===== src/rtl/motor_seq_pkg.sv =====
// Shared types and constants for the two-channel motor drive sequencer.
package motor_seq_pkg;

  typedef enum logic [1:0] {
    IDLE = 2'd0,
    RAMP = 2'd1,
    HOLD = 2'd2,
    DEAD = 2'd3
  } chan_state_t;

  localparam logic DIR_FWD  = 1'b1;
  localparam logic DIR_BACK = 1'b0;

  function automatic logic is_busy(input chan_state_t s);
    return (s == RAMP) || (s == DEAD);
  endfunction

endpackage


===== src/rtl/motor_channel_fsm.sv =====
// One motor channel: command handshake, slew-limited duty ramp, reversal dead-time, PWM drive.
module motor_channel_fsm
  import motor_seq_pkg::*;
#(
  parameter int PWM_BITS    = 8,
  parameter int RAMP_STEP   = 4,
  parameter int DEAD_CYCLES = 1000
) (
  input  logic                clk,
  input  logic                rst_n,
  input  logic                wrap,
  input  logic [PWM_BITS-1:0] cnt,
  input  logic                estop,
  input  logic                cmd_valid,
  input  logic [PWM_BITS-1:0] cmd_speed,
  input  logic                cmd_dir,
  output logic                cmd_ready,
  output logic                on,
  output logic                dir,
  output logic                busy
);

  localparam int DW = $clog2(DEAD_CYCLES + 1);
  localparam logic [DW-1:0]       DEAD_LOAD = DW'(DEAD_CYCLES);
  localparam logic [PWM_BITS-1:0] DUTY_MAX  = '1;
  localparam logic [PWM_BITS-1:0] STEP_W    = PWM_BITS'(RAMP_STEP);
  localparam int unsigned         STEP_U    = RAMP_STEP;

  chan_state_t         state_q, state_d;
  logic [PWM_BITS-1:0] duty_q, duty_d, target_q, target_d, duty_step, cnt_nx;
  logic                dir_q, dir_d, pend_dir_q, pend_dir_d;
  logic [DW-1:0]       dead_q, dead_d;
  logic                on_q, on_d, ready_q, ready_d, busy_q, busy_d;
  logic                accept;

  // Saturating move toward tgt; the add/subtract is only taken when it cannot pass tgt.
  function automatic logic [PWM_BITS-1:0] step_toward(input logic [PWM_BITS-1:0] cur,
                                                      input logic [PWM_BITS-1:0] tgt);
    logic [PWM_BITS-1:0] diff;
    if (tgt > cur) begin
      diff = tgt - cur;
      return (32'(diff) > STEP_U) ? cur + STEP_W : tgt;
    end else begin
      diff = cur - tgt;
      return (32'(diff) > STEP_U) ? cur - STEP_W : tgt;
    end
  endfunction

  always_ff @(posedge clk or negedge rst_n) begin
    if (!rst_n) begin
      state_q    <= IDLE;
      duty_q     <= '0;
      target_q   <= '0;
      dir_q      <= DIR_BACK;
      pend_dir_q <= DIR_BACK;
      dead_q     <= '0;
      on_q       <= 1'b0;
      ready_q    <= 1'b1;
      busy_q     <= 1'b0;
    end else begin
      state_q    <= state_d;
      duty_q     <= duty_d;
      target_q   <= target_d;
      dir_q      <= dir_d;
      pend_dir_q <= pend_dir_d;
      dead_q     <= dead_d;
      on_q       <= on_d;
      ready_q    <= ready_d;
      busy_q     <= busy_d;
    end
  end

  // Handshake: a command is taken on a clock where cmd_valid && cmd_ready are both high.
  // estop on that same clock wins and the command is dropped; cmd_ready is registered,
  // so it falls on the clock after estop rises and stays low until estop is released.
  always_comb begin
    state_d    = state_q;
    duty_d     = duty_q;
    target_d   = target_q;
    dir_d      = dir_q;
    pend_dir_d = pend_dir_q;
    dead_d     = dead_q;
    accept     = cmd_valid && ready_q;
    duty_step  = step_toward(duty_q, target_q);
    if (estop) begin
      state_d  = IDLE;
      duty_d   = '0;
      target_d = '0;
      dead_d   = '0;
    end else begin
      case (state_q)
        IDLE: if (accept && (cmd_speed != '0)) begin
          dir_d    = cmd_dir;
          target_d = cmd_speed;
          state_d  = RAMP;
        end
        HOLD: if (accept) begin
          if ((cmd_speed == '0) || (cmd_dir == dir_q)) begin
            target_d = cmd_speed;
            state_d  = RAMP;
          end else begin
            duty_d     = '0;
            dead_d     = DEAD_LOAD;
            pend_dir_d = cmd_dir;
            target_d   = cmd_speed;
            state_d    = DEAD;
          end
        end
        RAMP: begin
          if (duty_q == target_q) begin
            state_d = (target_q == '0) ? IDLE : HOLD;
          end else if (wrap) begin
            duty_d = duty_step;
            if (duty_step == target_q) state_d = (target_q == '0) ? IDLE : HOLD;
          end
        end
        DEAD: begin
          if (dead_q <= DW'(1)) begin
            dead_d  = '0;
            dir_d   = pend_dir_q;
            state_d = RAMP;
          end else begin
            dead_d = dead_q - DW'(1);
          end
        end
        default: ;
      endcase
    end
  end

  // Outputs are computed from next-state values so the registered PWM lines up with cnt.
  always_comb begin
    cnt_nx  = cnt + PWM_BITS'(1);
    on_d    = (state_d != DEAD) && ((duty_d > cnt_nx) || (duty_d == DUTY_MAX));
    ready_d = !estop && ((state_d == IDLE) || (state_d == HOLD));
    busy_d  = is_busy(state_d);
  end

  assign cmd_ready = ready_q;
  assign on        = on_q;
  assign dir       = dir_q;
  assign busy      = busy_q;

endmodule


===== src/rtl/motor_drive_sequencer.sv =====
// Two-channel DC motor sequencer feeding the L293D encoder; owns the shared PWM counter.
module motor_drive_sequencer #(
  parameter int PWM_BITS    = 8,
  parameter int RAMP_STEP   = 4,
  parameter int DEAD_CYCLES = 1000
) (
  input  logic                clk,
  input  logic                rst_n,
  input  logic                estop,
  input  logic                m1_cmd_valid,
  output logic                m1_cmd_ready,
  input  logic [PWM_BITS-1:0] m1_cmd_speed,
  input  logic                m1_cmd_dir,
  input  logic                m2_cmd_valid,
  output logic                m2_cmd_ready,
  input  logic [PWM_BITS-1:0] m2_cmd_speed,
  input  logic                m2_cmd_dir,
  output logic                motor_1_on,
  output logic                motor_1_dir,
  output logic                motor_2_on,
  output logic                motor_2_dir,
  output logic                m1_busy,
  output logic                m2_busy
);

  logic [PWM_BITS-1:0] cnt_q, cnt_d;
  logic                wrap;

  always_ff @(posedge clk or negedge rst_n) begin
    if (!rst_n) cnt_q <= '0;
    else        cnt_q <= cnt_d;
  end

  always_comb begin
    cnt_d = cnt_q + PWM_BITS'(1);
    wrap  = &cnt_q;
  end

  motor_channel_fsm #(
    .PWM_BITS(PWM_BITS), .RAMP_STEP(RAMP_STEP), .DEAD_CYCLES(DEAD_CYCLES)
  ) u_ch1 (
    .clk       (clk),
    .rst_n     (rst_n),
    .wrap      (wrap),
    .cnt       (cnt_q),
    .estop     (estop),
    .cmd_valid (m1_cmd_valid),
    .cmd_speed (m1_cmd_speed),
    .cmd_dir   (m1_cmd_dir),
    .cmd_ready (m1_cmd_ready),
    .on        (motor_1_on),
    .dir       (motor_1_dir),
    .busy      (m1_busy)
  );

  motor_channel_fsm #(
    .PWM_BITS(PWM_BITS), .RAMP_STEP(RAMP_STEP), .DEAD_CYCLES(DEAD_CYCLES)
  ) u_ch2 (
    .clk       (clk),
    .rst_n     (rst_n),
    .wrap      (wrap),
    .cnt       (cnt_q),
    .estop     (estop),
    .cmd_valid (m2_cmd_valid),
    .cmd_speed (m2_cmd_speed),
    .cmd_dir   (m2_cmd_dir),
    .cmd_ready (m2_cmd_ready),
    .on        (motor_2_on),
    .dir       (motor_2_dir),
    .busy      (m2_busy)
  );

endmodule


===== config.mk =====
export PLATFORM = sky130hd
export DESIGN_NAME = motor_drive_sequencer
export DESIGN_NICKNAME = d
export VERILOG_FILES = /design/src/rtl/motor_seq_pkg.sv /design/src/rtl/motor_channel_fsm.sv /design/src/rtl/motor_drive_sequencer.sv
export SDC_FILE = /design/constraint.sdc
export NUM_CORES = 1
export LEC_CHECK = 0
export BUFFER_PORTS_ARGS = -buffer_cell sky130_fd_sc_hd__buf_2
export CAP_MARGIN = 20
export CORE_ASPECT_RATIO = 0.5
export CORE_UTILIZATION = 60
export CTS_BUF_LIST = sky130_fd_sc_hd__clkbuf_2 sky130_fd_sc_hd__clkbuf_4 sky130_fd_sc_hd__clkbuf_8
export DETAILED_ROUTE_END_ITERATION = 10
export PLACE_DENSITY_LB_ADDON = 0.12
export SLEW_MARGIN = 10
export SYNTH_ARGS = -nofsm -noshare
export SYNTH_HDL_FRONTEND = slang
export SYNTH_HIERARCHICAL = 1
export SYNTH_SLANG_ARGS = --single-unit

===== constraint.sdc =====
create_clock -name clk -period 5.15 [get_ports clk]
set_input_delay 0.515 -clock clk [delete_from_list [all_inputs] [get_ports clk]]
set_output_delay 0.515 -clock clk [all_outputs]
set_load 0.02 [all_outputs]

==> out/qor.txt <==
Netlist Area Pre-Place: 0.00688 sq mm
Drt total wl: 17.2 mm
Post-synth ARST share: 100%
Commonest non-fill, non-tap cells in the layout: nor2_1 (74), dfrtp_1 (70), ha_1 (69)
DRT Pass-1 Iters: 5
Total GRT Usage: 29.9%
Largest net degree at the start of global routing: 73
Worst Setup Start Kind: flop
Vias in the first global route: 6039
CTS Hold Bufs: 0
Row cnt: 27
Worst Tran Pin Value: 0.925 ns
Commonest non-fill, non-tap cell in the layout: nor2_1
RSZ-0062 raised after global routing: no
Syn nets: 932
Clk root buf: clkbuf_8
Max-cap violations: 0
Slew headroom: 38.3%
WP data arrival: 4.67 ns
Fmax: 0.225 GHz
Skew-Pair Late Insertion Delay: 0.36 ns
PostCTS Resize Cnt: 0
Crit path capture type: flop
Synth-to-Final Area Change: 7.33%
CTS tree: yes
Period utilization: 86.4%
Clock Sink Count: 72
Skew final: 0.0135 ns
Register area share after synthesis: 26.2%
LEAKAGE: 3.32 nW
CTS clk-pin slew, worst paths: 0.09 ns
Synth warn: 6
Slew Viols, Final: 0
Critical path peak fanout: 12
Place WS: 0.781 ns
Worst min path class: in2async
Ant diodes: 0
Core box area: 0.0111 sq mm
Main synth FF type: dfrtp_1
Via count: 6405
Die Height: 77.7 um
CP Data Required Time: 5.37 ns
H-tree depth: 3
Final-layout fill cell count: 926
EDFF count, synth: 0
Layout cells sized above 1: 9.60%
Outcome: finished clean
Vias per std cell: 6.34
VDD IR-drop max: 0.000318 V
Fin worst setup slack: 0.701 ns
CTS buffer count: 9
Final min period: 4.45 ns
Number of synthesized register bits: 72
Initial core utilization: 62.0%
Final #Nets: 952
Post-CTS Repair Setup Buffers: 0
I/O pins: 31
Total congestion overflow: 0
Pwr/cell area: 552 mW/mm^2
CTS max path bufs: 2
Yosys cell types: 86
Final antenna-violating net count: 0
Gp weighted congestion: 0.958
Full die area: 0.0119 sq mm
Crit path kind: reg2reg
Die Span X: 153 um
Cell count after synthesis: 840
Avg Synthesized Cell Area: 8.18 sq um
First-pass GRT wire length: 28.9 mm
# setup viols final: 0
Initial antenna violation count: 0
Final HPWL from detailed placement: 12.8 mm
Setup_tns: 0 ns
DR iter-0 viols: 425
Fin. Hold Viols: 0
DR WL/cell: 17.1 um
# DRC: 0
Number of port buffers: 30
## worst max-delay path, stage by stage, from the launching register on
cell and delay [ns]:
dfrtp_1 0.53, inv_1 0.14, ha_1 0.55, nand3_1 0.20, a211o_1 0.32, a21o_1 0.17, a222oi_1 0.30, buf_4 0.20
nand3_1 0.19, nand2_1 0.23, a21oi_1 0.09, o2bb2ai_1 0.15, nor2b_1 0.18, ha_1 0.35, a21o_1 0.17, a21o_1 0.18
a21oi_1 0.12, o21ai_0 0.08, o21ai_0 0.09, a32oi_1 0.08
## synth_stat cells (4+ instances only)
library cell	n	area (sq um)
o21ai_0	50	250
o22ai_1	5	31.3
o211ai_1	4	30.0
clkbuf_1	17	63.8
o2111ai_1	5	43.8
or4_1	4	30.0
and3_1	8	50.1
o21a_1	4	30.0
buf_2	8	40.0
nor4_1	12	75.1
o31ai_1	6	45.0
inv_1	64	240
a221oi_1	6	52.6
nor3b_1	4	30.0
nand3b_1	4	30.0
a21o_1	16	120
ha_1	69	863
nor2_1	74	278
nand2_1	61	229
a211oi_1	9	67.6
xor2_1	22	193
a22oi_1	4	30.0
a21oi_1	66	330
mux2i_1	19	190
nand3_1	31	155
xnor2_1	26	228
or3_1	9	56.3
dfrtp_1	70	1750
and2_1	7	43.8
nor3_1	26	130
o21ai_1	4	20.0
nand2b_1	10	62.6
nand4_1	16	100
o211a_1	4	40.0
nor2b_1	11	68.8
## cell type report
class	instances	area [sq um]	share of cell area [%]
Multi-Input combinational cell	677	4710	63.9
Sequential cell	72	1800	24.4
Clock buffer	9	124	1.68
Clock inverter	7	120	1.63
Inverter	64	240	3.26
Tap cell	145	181	2.46
Timing Repair Buffer	36	198	2.68
## where the power goes
| group | internal [mW] | total (mW) | switching (mW) |
|---|---|---|---|
| Combinational | 1.10 | 2.73 | 1.63 |
| Sequential | 0.653 | 0.797 | 0.144 |
| Clock | 0.322 | 0.550 | 0.227 |
## registers in the layout, indices dropped and copies added, names as in the netlist, 2 cells and up
register and cells:
u_ch2/dead_q 10, u_ch2/target_q 8, u_ch1/dead_q 10, u_ch1/state_q 2
u_ch2/duty_q 8, u_ch2/state_q 2, u_ch1/target_q 8, cnt_q 8
u_ch1/duty_q 8
## through the flow
step / instances / hold WS (ns) / power (mW) / instance area [sq um] / util, %
after global placement: 994 / 0.512 / 3.41 / 7140 / 64.4
after floorplan: 840 / 0.219 / 2.92 / 6880 / -
after detailed placement: 994 / 0.519 / 3.46 / 7140 / 64.4
after CTS: 1010 / 0.309 / 4.02 / 7380 / 66.6
after global routing: 1010 / 0.343 / 4.39 / 7380 / 66.6
final: 1010 / 0.266 / 4.07 / 7380 / 66.6
## layer usage
layer	GRT usage, %	vias up	part of all wire, %
li1	-	3119	-
met1	40.3	3048	47
met2	50.2	204	46
met3	4.58	34	4.7
met4	8.50	0	1.6
met5	0	-	0
## worst paths after layout
kind / from / to / slack, ns / cells past startpoint
worst max-delay path: u_ch1/duty_q[4] / u_ch1/on / 0.70 / 19
worst min-delay path: rst_n / u_ch1/dead_q[8] / 0.27 / 1
worst max register to register: u_ch1/duty_q[4] / u_ch1/on / 0.70 / 19
worst min register to register: u_ch1/dead_q[6] / u_ch1/dead_q[6] / 0.54 / 2
max in group asynchronous: rst_n / u_ch1/duty_q[2] / 4.26 / 1
min in group clk: m1_cmd_speed[3] / u_ch1/target_q[3] / 0.41 / 3
## cell families after synthesis
| kind of cell | share of synthesized area (%) |
|---|---|
| compound gates | 24.8 |
| xor+xnor | 6.11 |
| fa+ha+maj | 12.6 |
| buf+inv | 5.22 |
| flops | 26.2 |
| mux | 3.09 |
| simple gates | 21.9 |
No activity file was read; power rests on OpenSTA's default activity.
